<file path="src/rtl/hs_rec_pkg.sv">
// hs_rec_pkg: shared types and widths for the HLS handshake transaction recorder.
// Holds record/queue-entry structs, record kinds and start FSM state encodings.
package hs_rec_pkg;

    // Timestamp/latency/II width and transaction id width. These are fixed here
    // because the record struct on the top-level port is built from them.
    localparam int CNT_W = 32;
    localparam int ID_W  = 16;

    typedef enum logic [1:0] {
        REC_TXN     = 2'd0,
        REC_SUMMARY = 2'd1
    } rec_kind_e;

    typedef struct packed {
        rec_kind_e        kind;
        logic [ID_W-1:0]  id;
        logic [CNT_W-1:0] start_ts;
        logic [CNT_W-1:0] latency;
        logic [CNT_W-1:0] ii;
    } rec_t;

    typedef struct packed {
        logic [CNT_W-1:0] start_ts;
        logic [ID_W-1:0]  id;
        logic [CNT_W-1:0] ii;
    } infl_t;

    typedef logic [1:0] state_e;

    localparam state_e S_IDLE     = 2'd0;
    localparam state_e S_WAIT_RDY = 2'd1;
    localparam state_e S_FINAL    = 2'd2;
    localparam state_e S_FLUSHED  = 2'd3;

endpackage

</file>
<file path="src/rtl/hs_rec_fifo.sv">
// hs_rec_fifo: synchronous show-ahead FIFO, type and depth parameterized.
// Ports: clock, reset (sync active-low), push/din, pop/dout, full, empty, level.
// A push while full is accepted only when a pop frees a slot in the same cycle;
// a pop while empty is ignored. dout shows the head entry combinationally.
module hs_rec_fifo #(
    parameter type T     = logic [7:0],
    parameter int  DEPTH = 4
) (
    input  logic                   clock,
    input  logic                   reset,
    input  logic                   push,
    input  T                       din,
    input  logic                   pop,
    output T                       dout,
    output logic                   full,
    output logic                   empty,
    output logic [$clog2(DEPTH):0] level
);

    localparam int AW = $clog2(DEPTH);

    T               mem [DEPTH];
    logic [AW-1:0]  wr_ptr;
    logic [AW-1:0]  rd_ptr;
    logic           do_push;
    logic           do_pop;

    assign empty   = (level == '0);
    assign full    = (level == (AW+1)'(DEPTH));
    assign do_pop  = pop && !empty;
    assign do_push = push && (!full || do_pop);
    assign dout    = mem[rd_ptr];

    always_ff @(posedge clock) begin
        if (do_push) begin
            mem[wr_ptr] <= din;
        end
    end

    always_ff @(posedge clock) begin
        if (!reset) begin
            wr_ptr <= '0;
            rd_ptr <= '0;
            level  <= '0;
        end else begin
            if (do_push) begin
                wr_ptr <= wr_ptr + 1'b1;
            end
            if (do_pop) begin
                rd_ptr <= rd_ptr + 1'b1;
            end
            case ({do_push, do_pop})
                2'b10:   level <= level + 1'b1;
                2'b01:   level <= level - 1'b1;
                default: level <= level;
            endcase
        end
    end

endmodule

</file>
<file path="src/rtl/hs_txn_recorder.sv">
// hs_txn_recorder: timestamps ap_start/ap_ready issues and ap_done completions,
// pairs them in order and streams TXN records, plus one SUMMARY after finish.
// Ports: clock, reset (sync active-low), finish, ap_start, ap_ready, ap_done,
//   ap_continue in; rec_valid/rec_ready/rec record stream; drop_cnt, err_flags
//   ([0] in-flight overflow, [1] orphan done), busy.
// Build option: define HS_REC_II_EN to build the issue-interval tracker;
// without it rec.ii is always 0.
module hs_txn_recorder
    import hs_rec_pkg::*;
#(
    parameter int INFLIGHT  = 4,
    parameter int OUT_DEPTH = 8
) (
    input  logic        clock,
    input  logic        reset,
    input  logic        finish,
    input  logic        ap_start,
    input  logic        ap_ready,
    input  logic        ap_done,
    input  logic        ap_continue,
    output logic        rec_valid,
    input  logic        rec_ready,
    output rec_t        rec,
    output logic [15:0] drop_cnt,
    output logic [1:0]  err_flags,
    output logic        busy
);

    state_e                 state;
    logic [CNT_W-1:0]       cyc_cnt;
    logic [CNT_W-1:0]       start_ts_q;
    logic [ID_W-1:0]        id_cnt;
    logic [CNT_W-1:0]       ii_now;
    logic [CNT_W-1:0]       issue_ts;

    logic                   issue;
    logic                   done;
    logic                   bypass;
    logic                   ovf;
    logic                   orphan;
    logic                   txn_wr;
    logic                   sum_wr;
    logic                   drop_ev;

    logic                   infl_push;
    logic                   infl_pop;
    logic                   infl_full;
    logic                   infl_empty;
    logic [$clog2(INFLIGHT):0]  infl_level;
    infl_t                  issue_ent;
    infl_t                  infl_head;
    infl_t                  done_ent;

    logic                   out_push;
    logic                   out_pop;
    logic                   out_full;
    logic                   out_empty;
    logic [$clog2(OUT_DEPTH):0] out_level;
    rec_t                   txn_rec;
    rec_t                   sum_rec;
    rec_t                   out_din;
    rec_t                   out_dout;

    // Issues are only accepted before finish; finish wins in the same cycle.
    assign issue = (state == S_IDLE || state == S_WAIT_RDY)
                   && !finish && ap_start && ap_ready;

    // From IDLE the start cycle is the issue cycle; from WAIT_RDY use the latch.
    assign issue_ts = (state == S_IDLE) ? cyc_cnt : start_ts_q;

`ifdef HS_REC_II_EN
    logic [CNT_W-1:0] prev_issue_ts;
    logic             have_prev;

    always_ff @(posedge clock) begin
        if (!reset) begin
            prev_issue_ts <= '0;
            have_prev     <= 1'b0;
        end else if (issue) begin
            prev_issue_ts <= cyc_cnt;
            have_prev     <= 1'b1;
        end
    end

    assign ii_now = have_prev ? (cyc_cnt - prev_issue_ts) : '0;
`else
    assign ii_now = '0;
`endif

    assign done   = ap_done && ap_continue;
    // Issue and done in one cycle with nothing queued: pair them directly.
    assign bypass = issue && done && infl_empty;

    assign infl_pop  = done && !infl_empty;
    assign infl_push = issue && !bypass;
    assign ovf       = infl_push && infl_full && !infl_pop;
    assign orphan    = done && infl_empty && !bypass;

    assign issue_ent = '{start_ts: issue_ts, id: id_cnt, ii: ii_now};
    assign done_ent  = bypass ? issue_ent : infl_head;

    assign txn_wr = done && (bypass || !infl_empty);
    assign txn_rec = '{
        kind:     REC_TXN,
        id:       done_ent.id,
        start_ts: done_ent.start_ts,
        latency:  cyc_cnt - done_ent.start_ts + CNT_W'(1),
        ii:       done_ent.ii
    };

    // Summary waits for in-flight pairing to finish, so it never collides
    // with a TXN write (a TXN write with an empty queue needs an issue).
    assign sum_wr = (state == S_FINAL) && infl_empty && !out_full;
    assign sum_rec = '{
        kind:     REC_SUMMARY,
        id:       id_cnt,
        start_ts: cyc_cnt,
        latency:  {{(CNT_W-16){1'b0}}, drop_cnt},
        ii:       '0
    };

    assign out_push = txn_wr || sum_wr;
    assign out_din  = sum_wr ? sum_rec : txn_rec;
    assign out_pop  = rec_ready && !out_empty;
    assign drop_ev  = out_push && out_full && !out_pop;

    assign rec_valid = (out_level != '0);
    assign rec       = rec_valid ? out_dout : '0;
    assign busy      = (infl_level != '0) || (state != S_IDLE);

    hs_rec_fifo #(
        .T     (infl_t),
        .DEPTH (INFLIGHT)
    ) u_infl (
        .clock (clock),
        .reset (reset),
        .push  (infl_push),
        .din   (issue_ent),
        .pop   (infl_pop),
        .dout  (infl_head),
        .full  (infl_full),
        .empty (infl_empty),
        .level (infl_level)
    );

    hs_rec_fifo #(
        .T     (rec_t),
        .DEPTH (OUT_DEPTH)
    ) u_out (
        .clock (clock),
        .reset (reset),
        .push  (out_push),
        .din   (out_din),
        .pop   (out_pop),
        .dout  (out_dout),
        .full  (out_full),
        .empty (out_empty),
        .level (out_level)
    );

    always_ff @(posedge clock) begin
        if (!reset) begin
            state      <= S_IDLE;
            cyc_cnt    <= '0;
            start_ts_q <= '0;
            id_cnt     <= '0;
            drop_cnt   <= '0;
            err_flags  <= '0;
        end else begin
            cyc_cnt   <= cyc_cnt + 1'b1;
            err_flags <= err_flags | {orphan, ovf};
            if (issue) begin
                id_cnt <= id_cnt + 1'b1;
            end
            if (drop_ev && drop_cnt != 16'hFFFF) begin
                drop_cnt <= drop_cnt + 1'b1;
            end
            case (state)
                S_IDLE: begin
                    if (finish) begin
                        state <= S_FINAL;
                    end else if (ap_start) begin
                        start_ts_q <= cyc_cnt;
                        if (!ap_ready) begin
                            state <= S_WAIT_RDY;
                        end
                    end
                end
                S_WAIT_RDY: begin
                    if (finish) begin
                        state <= S_FINAL;
                    end else if (ap_start && ap_ready) begin
                        state <= S_IDLE;
                    end
                end
                S_FINAL: begin
                    if (sum_wr) begin
                        state <= S_FLUSHED;
                    end
                end
                default: state <= S_FLUSHED;
            endcase
        end
    end

endmodule

</file>
<file path="config.mk">
export PLATFORM = sky130hd
export DESIGN_NAME = hs_txn_recorder
export DESIGN_NICKNAME = d
export VERILOG_FILES = /design/src/rtl/hs_rec_pkg.sv /design/src/rtl/hs_rec_fifo.sv /design/src/rtl/hs_txn_recorder.sv
export SDC_FILE = /design/constraint.sdc
export NUM_CORES = 1
export LEC_CHECK = 0
export CAP_MARGIN = 20
export CELL_PAD_IN_SITES_DETAIL_PLACEMENT = 1
export CELL_PAD_IN_SITES_GLOBAL_PLACEMENT = 1
export CORE_MARGIN = 2
export CORE_UTILIZATION = 47
export DETAILED_ROUTE_END_ITERATION = 8
export PLACE_DENSITY = 0.7
export SLEW_MARGIN = 10
export SYNTH_ARGS = -nofsm -noshare
export SYNTH_HDL_FRONTEND = slang
export SYNTH_SLANG_ARGS = --single-unit
</file>
<file path="constraint.sdc">
create_clock -name clock -period 11.9 [get_ports clock]
set_clock_uncertainty 0.15 [all_clocks]
set_input_delay 1.19 -clock clock [delete_from_list [all_inputs] [get_ports clock]]
set_output_delay 1.19 -clock clock [all_outputs]
set_load 0.03 [all_outputs]
</file>
### Yosys cells after proc, flatten, opt, wreduce, memory -nomap -nowiden

Memory sizes are Yosys's and may differ from the RTL's. A register that Yosys moved wholly into a read port is not among the register bits.
Index checks and enable logic that the tools add are counted.

* bits in registers: 117
* bits in latches: 0
* RAM bits: 1096
* bits in read-only memories: 0
* input port bits: 8
* memories kept: 2

* $add $sub $neg: 13
* multipliers: 0
* div/mod/pow operators: 0
* magnitude comparators: 0
* eq/ne operators: 13
* shift-type cells: 0
* multiplexer cells: 21
* bitwise logic cells: 2
* reduce and logical (&&, ||, !) cells: 48

Memories
* u_out.mem: depth 8, width 113, read ports 1, clocked after memory_dff 1, wr ports 1, line hs_rec_fifo.sv:22 `T mem [DEPTH];`
* u_infl.mem: depth 4, width 48, read ports 1, clocked after memory_dff 1, wr ports 1, line hs_rec_fifo.sv:22

Operators with widths (count)
* $mux W114: 1
* $mux W113: 1
* $mux W80: 1
* $add A32 B1 Y32 const B: 2
* $add A16 B1 Y16 const B: 2
* $mux W32: 1
* $sub A32 B32 Y32: 1
* $logic_and A1 B1 Y1: 24
* $mux W2: 8
* $ne A16 B16 Y1 const B: 1
* $add A3 B1 Y3 const B: 3
* $logic_not A1 Y1: 8
* $pmux W4 S2: 1
* $eq A2 B1 Y1 const B: 3
* $eq A2 B2 Y1 const B: 3
* $logic_or A1 B1 Y1: 6
* $mux W3: 2
* $ne A3 B3 Y1 const B: 2
* $pmux W2 S3: 1
* $pmux W3 S2: 1
* $reduce_bool A2 Y1: 3
* $add A2 B1 Y2 const B: 2
* $add A4 B1 Y4 const B: 1
* $eq A4 B4 Y1 const B: 1
* 15 further kinds: 18

### Logic depth before layout (Yosys ltp)

Gate-level depths: netlist (run 1).

* depth in word-level cells: 13
* mapped depth: 16

### Modules after synthesis

From an unflattened synthesis (run 1), not the netlist that was laid out.

* cell total of the unflattened synthesis: 3027
* area, all modules: 56372.8 um^2

By module, submodules not included
* hs_rec_fifo at u_out: times used 1, cells each 1406, area each 35519.1 um^2, seq. area each 27646.5 um^2
* hs_rec_fifo at u_infl: times used 1, cells each 478, area each 12075.3 um^2, seq. area each 9789.4 um^2
* hs_txn_recorder: times used 1, cells each 1143, area each 8778.4 um^2, seq. area each 2001.9 um^2

### Worst setup path after synthesis (run 1)

No wires, ideal clock.

* path kind: in2reg
* start: in finish
* end: mem u_out.mem[0][100] in the netlist's numbering (enable)
* library setup time: 0.620 ns
* arrival: 7.555 ns
* data required time: 11.130 ns
* slack: 3.575 ns
* stages on the path: 6
* path buffers: 0
* cells stage by stage: nand4bb_1 a21oi_1 o21ai_0 nand2_1 nand2b_1 nor3_1

* cells in the longest elaborated chain, start to end: 12

Ends and longest elaborated chain
* start, declared: line hs_txn_recorder.sv:16 `input logic finish,`
* $logic_not A1 Y1: line hs_txn_recorder.sv:66 `&& !finish && ap_start && ap_ready;`
* $logic_and A1 B1 Y1 (3 in a row): line hs_txn_recorder.sv:66
* $logic_and A1 B1 Y1 (2 in a row): line hs_txn_recorder.sv:92 `assign bypass = issue && done && infl_empty;`
* $logic_or A1 B1 Y1: line hs_txn_recorder.sv:102 `assign txn_wr = done && (bypass || !infl_empty);`
* $logic_and A1 B1 Y1: line hs_txn_recorder.sv:102
* $logic_or A1 B1 Y1: line hs_txn_recorder.sv:122 `assign out_push = txn_wr || sum_wr;`
* $logic_and A1 B1 Y1: line hs_rec_fifo.sv:31 `assign do_push = push && (!full || do_pop);`
* $mux W1: line hs_rec_fifo.sv:35 `if (do_push) begin`
* $mux W1 (implied by the code): line hs_rec_fifo.sv:36 `mem[wr_ptr] <= din;`
* end, declared: line hs_rec_fifo.sv:22

No other way between the ends.

==> results of run 1 <==
cell type report:
class | count | area, um2
fillers | 7788 | 39160
clock inverters | 33 | 445.4
well taps | 1144 | 1431
clock buffers | 156 | 2873
repair buffers | 145 | 1389
flip-flops and latches | 962 | 27680
inverters | 26 | 97.59
multi-input cells | 1297 | 12200
power groups by stage:
stage          Combinational, W  Clock, W  Sequential, W
6_report                0.00224   0.00313        0.00392
5_1_grt                 0.00238   0.00332        0.00394
4_1_cts                 0.00228   0.00319        0.00393
3_5_place_dp            0.00227         0        0.00400
3_3_place_gp            0.00224         0        0.00399
2_1_floorplan           0.00151         0        0.00393
routing by layer:
layer	routed length, um	GRT usage	vias to the layer above
li1	-	-	9520
met1	41700	0.2966	11445
met2	48360	0.3729	463
met3	3690	0.02892	130
met4	1874	0.05568	0
met5	0	0	-
placed cells by master (no fill, tap or decap), drive strengths merged, types with 5 or more instances in the layout:
cell type / count
clkdlybuf4s50: 107
or3: 19
a21o: 19
ha: 73
a21boi: 49
and3: 14
dfxtp: 122
conb: 33
inv: 31
o21bai: 6
and2: 65
nand4: 12
nor2: 171
mux2i: 114
o21ai: 40
nor2b: 7
mux4: 210
bufinv: 7
nand2b: 5
nor3: 16
xor2: 23
clkinv: 21
o21a: 5
clkbuf: 156
a31oi: 8
nand2: 146
nand3: 25
a21oi: 78
buf: 38
edfxtp: 840
xnor2: 60
mux2: 49
kinds of logic after synthesis:
kind of cell	synth area share
other	0.00009268
DFF	0.6837
buffers and inverters	0.02016
and+or+nand+nor	0.05999
muxes	0.1587
xor gates and xnor gates	0.01797
adders and majority gates	0.02406
AOI/OAI and AO/OA	0.03528
state kept, by name, indices dropped and copies added (netlist names), named ones only:
name,cells
u_out.wr_ptr,3
u_out.mem,648
u_infl.wr_ptr,2
u_out.level,4
start_ts_q,32
u_infl.level,3
u_out.rd_ptr,3
state,2
id_cnt,16
cyc_cnt,32
u_infl.rd_ptr,2
u_infl.mem,192
err_flags,2
drop_cnt,16
worst max-delay path by stage:
| stage | startpoint | to | slack (ps) | cells past startpoint |
|---|---|---|---|---|
| after global placement | finish | u_out.mem[2][57]$_DFFE_PP_ | 4810 | 17 |
| after detailed placement | finish | u_out.mem[2][57]$_DFFE_PP_ | 4610 | 17 |
| final | finish | u_out.mem[2][57]$_DFFE_PP_ | 5300 | 17 |
| after CTS | finish | u_out.mem[2][57]$_DFFE_PP_ | 5270 | 17 |
| after floorplan | finish | u_out.mem[0][100]$_DFFE_PP_ | 3580 | 6 |
| after global routing | finish | u_out.mem[2][61]$_DFFE_PP_ | 4970 | 17 |
through the flow:
| step | instance area (um2) | setup slack, ps | util | total power (W) | hold slack [ps] |
|---|---|---|---|---|---|
| floorplan | 40580 | 3575 | - | 0.005436 | 291.0 |
| global placement | 42780 | 4806 | 0.5016 | 0.006227 | 300.2 |
| detailed placement | 42780 | 4605 | 0.5016 | 0.006271 | 307.6 |
| CTS | 46100 | 5268 | 0.5405 | 0.009399 | 317.2 |
| global route | 46120 | 4968 | 0.5408 | 0.009639 | 346.6 |
| finish | 46120 | 5303 | 0.5408 | 0.009291 | 311.1 |
critical path, delay by kind of cell:
kind | cells | cell delay, ps
AOI/OAI and AO/OA | 4 | 1200
xor gates and xnor gates | 1 | 90
adders and majority gates | 3 | 930
buffers and inverters | 3 | 1130
muxes | 1 | 430
and+or+nand+nor | 5 | 1810
==> summary.txt, run 1 <==
Status = finished, final reports clean
HPWL after DPL = 56.89 mm
Pwr per Cell Area = 201.4 nW/um2
Top cells by count, synth = 840 x edfxtp_1, 210 x mux4_2, 170 x nor2_1, 145 x nand2_1, 122 x dfxtp_1
CP max stage delay = 560 ps
Final Max Tran Viols = 0
Area contributors post-synth = edfxtp_1 62%, mux4_2 12%, dfxtp_1 6.0%
Crit-path slowest cell = buf_4
Count of cell types in the netlist = 70
Final period demand of the worst path = 6597 ps
WP data arrival = 6820 ps
CP Class = input port to flip-flop
Ys flop type = edfxtp_1
Leak = 15.00 nW
TritonCTS Buffers = 100
Die W = 297.4 um
Via/cell ratio = 5.729
Starting density of the core = 0.4745
Final std cells w/o fill = 3,763
Min-Delay Path Class = flip-flop to flip-flop
Vias in the first global route = 23.32k
Layout cells sized above 1 = 0.1829
Worst flop-to-flop path endpoint = u_out.mem[2][57]$_DFFE_PP_
Avg WL per Cell = 25.41 um
EDFF count, synth = 840
Via count = 21.56k
P&R area growth vs syn = 13.99%
Worst Path Max Fanout = 33
Clk_lat worst skew = 680 ps
Sequential area share after synthesis = 0.6837
Drt total wl = 95.62 mm
Die area = 88,460 um2
# rows = 107
WP data required = 12,130 ps
Fin nets = 2,616
First DRT Iteration DRCs = 1,631
Fin crit share = 0.5543
Hold Path Depth = 2
Drt first pass iters = 5
Share of total power in the clock network = 0.337
Hold_buf cts = 0
Crit end category = flip-flop
Sw Pwr = 0.002725 W
Fmax = 0.1516 GHz
Io pins = 142
Total negative slack = 0 ps
Syn Std Cell Area = 40,460 um2
CP most frequent cell = ha_1
Residual DRC = 0
Clock transition at the registers of the reported paths = 60 ps
Flop pwr share = 0.422
Max Cap Violations = 0
Internal power = 0.006566 W
Worst Max-Slew Pin Slew = 1125 ps
All-layer global routing usage = 0.2181
Setup violators final = 0
Max clock buf depth = 3
CTS resizes = 0
R2r setup slk = 5920 ps
Switching share of power = 0.2933
Logic pwr share = 0.241
CTS root buffer = clkbuf_16
Synth top area share = 0.6234
Antenna Cells = 0
Initial antenna violation count = 1
Most frequent cell after synthesis = edfxtp_1
Worst IR Drop VDD = 146.1 uV
CTS H-tree depth = 3
RSZ-0062 raised after global routing = no
Core area = 85,280 um2
Largest net degree at the start of global routing = 105
First-pass GRT wire length = 146.2 mm
RD Place Congestion = 0.7963
YS warnings = 0
Sink Count = 962
Crit-path cells = clkdlybuf4s50_1 -> nand4bb_1 -> nor3_4 -> buf_4 -> mux2_2 -> ha_1 -> inv_1 -> ha_1 -> fa_1 -> a211oi_1 -> o21bai_1 -> a211oi_2 -> or4_1 -> or3b_1 -> a31oi_1 -> xor2_1 -> nor2_1
Worst R2R Path Depth = 16
Min-Delay Endpoint = start_ts_q[15]$_SDFFE_PN0P_
Total grt overflow = 0
Mean post-synth cell area = 16.82 um2
Yosys reg bits = 962
Origin of the worst min-delay path = start_ts_q[15]$_SDFFE_PN0P_
Post-CTS setup repair buffer count = 0
Chip Height = 297.4 um
Post-Syn Instances = 2,405
Hold Vio Cnt, Final = 0
Slew HR = 0.2433
CTS tree = yes
Reg-to-Reg Start = state[1]$_SDFFE_PN0P_
Count of input and output buffers = 108
Fraction of registers with async set/reset = 0
Antenna-violating nets left = 0
Dpl cells = 3,573
Area leader, netlist = edfxtp_1
Crit path launch type = input port
Note: power is estimated with default switching activity, not from simulation.
==> inputs of run 2 (changes only) <==
==> constraint.sdc (replaced) <==
create_clock -name clock -period 6.8 [get_ports clock]
set_clock_uncertainty 0.15 [all_clocks]
set_input_delay 0.68 -clock clock [delete_from_list [all_inputs] [get_ports clock]]
set_output_delay 0.68 -clock clock [all_outputs]
set_load 0.03 [all_outputs]
==> run 2 against run 1 <==
  * Flip-flop and latch count stayed put
  * Utilization is 0.23 points higher
  * Power is 76% higher
  * Sequential power is 76% higher
  * Sequential share of layout area is 0.25 points lower
  * Critical endpoint is now u_out.mem[7][57]$_DFFE_PP_
  * Largest power group unchanged
==> summary.txt, run 2 (same netlist as run 1, synthesis figures left out) <==
P&R area growth vs syn = 14.47%
Residual DRC = 0
HPWL after DPL = 56.38 mm
Die W = 297.4 um
Final period demand of the worst path = 5812 ps
Switching share of power = 0.2883
Fmax = 0.1721 GHz
Final WS setup = 988.4 ps
Crit path launch type = input port
Initial antenna violation count = 0
Most common cell after layout, fill and taps aside = edfxtp_1
# rows = 107
Largest register by flop count = u_out.mem
Slew HR = 0.3015
Max clock buf depth = 3
Largest net degree at the start of global routing = 95
Clk_lat worst skew = 650 ps
First DRT Iteration DRCs = 1,471
Antenna-violating nets left = 0
Sink Count = 962
Crit end category = flip-flop
Die area = 88,460 um2
Area of the multi-input gates = 12,220 um2
TritonCTS Buffers = 101
Setup violators final = 0
Via count = 21.49k
Fillers = 7,782
RSZ-0062 raised after global routing = no
Max reg flops = 648
Most frequent cells in the layout = 840 x edfxtp_1, 210 x mux4_2, 163 x nor2_1
Hold_buf cts = 0
Clock transition at the registers of the reported paths = 60 ps
Drt total wl = 95.11 mm
CTS resizes = 0
Vias in the first global route = 23.24k
FF/Latch Area = 27,680 um2
Min-Delay Path Class = input port to flip-flop
Final Max Tran Viols = 0
RD Place Congestion = 0.7788
Io pins = 142
Worst Path Max Fanout = 32
Count of input and output buffers = 108
Core area = 85,280 um2
Chip Height = 297.4 um
Max Cap Violations = 0
Drt first pass iters = 5
Pre-CTS WS = 396.7 ps
Fin crit share = 0.8547
WP data required = 7030 ps
Status = finished, final reports clean
Worst Max-Slew Pin Slew = 1048 ps
Share of total power in the clock network = 0.339
Via/cell ratio = 5.706
CTS root buffer = clkbuf_16
Worst IR Drop VDD = 226.0 uV
Post-CTS setup repair buffer count = 0
Total negative slack = 0 ps
Antenna Cells = 0
Internal power = 0.01161 W
Fin nets = 2,621
Leak = 15.08 nW
Flop pwr share = 0.421
Layout cells sized above 1 = 0.1892
R2r setup slk = 1140 ps
Starting density of the core = 0.4745
Largest regs = u_out.mem: 648 flops, u_infl.mem: 192 flops
Total grt overflow = 0
Hold Vio Cnt, Final = 0
All-layer global routing usage = 0.2156
CTS H-tree depth = 3
Logic pwr share = 0.240
CTS tree = yes
Sw Pwr = 0.004705 W
CP Class = input port to flip-flop
First-pass GRT wire length = 144.9 mm
Total Power = 0.01632 W
Pwr per Cell Area = 352.3 nW/um2
Avg WL per Cell = 25.25 um
WP data arrival = 6040 ps
## run 2: cell types whose count changed in the layout (fill, tap and decap cells not counted), sizes merged
cell | previous run | this run
clkinv | 21 | 32
clkbuf | 156 | 141
bufinv | 7 | 9
buf | 38 | 41
clkinvlp | 0 | 2
## run 2: path summary, 6_finish.rpt
check	from	cells past startpoint	endpoint
max	finish	15	u_out.mem[7][57]$_DFFE_PP_
min	reset	2	u_infl.level[0]$_SDFFE_PN0P_
max reg2reg	state[1]$_SDFFE_PN0P_	14	u_out.mem[7][57]$_DFFE_PP_
min reg2reg	start_ts_q[26]$_SDFFE_PN0P_	2	start_ts_q[26]$_SDFFE_PN0P_
## run 2: power by group through the flow
stage	combinational, W	sequential [W]	clock [W]
3_3_place_gp	0.00389	0.00699	0
4_1_cts	0.00399	0.00689	0.00565
2_1_floorplan	0.00264	0.00687	0
5_1_grt	0.00416	0.00690	0.00586
3_5_place_dp	0.00397	0.00701	0
6_report	0.00391	0.00688	0.00553
## run 2: cell type report
type	instances	area share
tap	1144	0.03090
timing repair buffer	149	0.03263
multi-input combinational	1297	0.2638
clock buffer	140	0.06235
inverter	26	0.002107
sequential	962	0.5977
clock inverter	48	0.01056
## run 2: critical path: stages
cell and delay (ps):
clkdlybuf4s50_1 530, nand4bb_1 450, nor3_4 410, buf_12 330
mux2i_1 310, ha_1 310, fa_1 500, a211oi_1 290
o21bai_1 200, a211oi_2 550, or4_1 250, or3b_1 470
a31oi_1 250, xor2_1 110, nor2_1 370
## run 2: metrics by stage
stage                     area (um2)  hold WS, ps  utilization  instances
after floorplan                40590        291.0            -       2437
after global placement         42910        298.3       0.5032       3576
after detailed placement       42930        312.3       0.5034       3577
after CTS                      46310        241.8       0.5430       3765
after global routing           46320        269.0       0.5431       3766
final                          46320        281.8       0.5431       3766
## run 2: layer usage
| layer | vias up | track usage | wire length (um) |
|---|---|---|---|
| met4 | 0 | 0.06157 | 2144 |
| met5 | - | 0 | 0 |
| met2 | 496 | 0.3679 | 47480 |
| met1 | 11320 | 0.2925 | 41620 |
| met3 | 128 | 0.02644 | 3866 |
| li1 | 9545 | - | - |
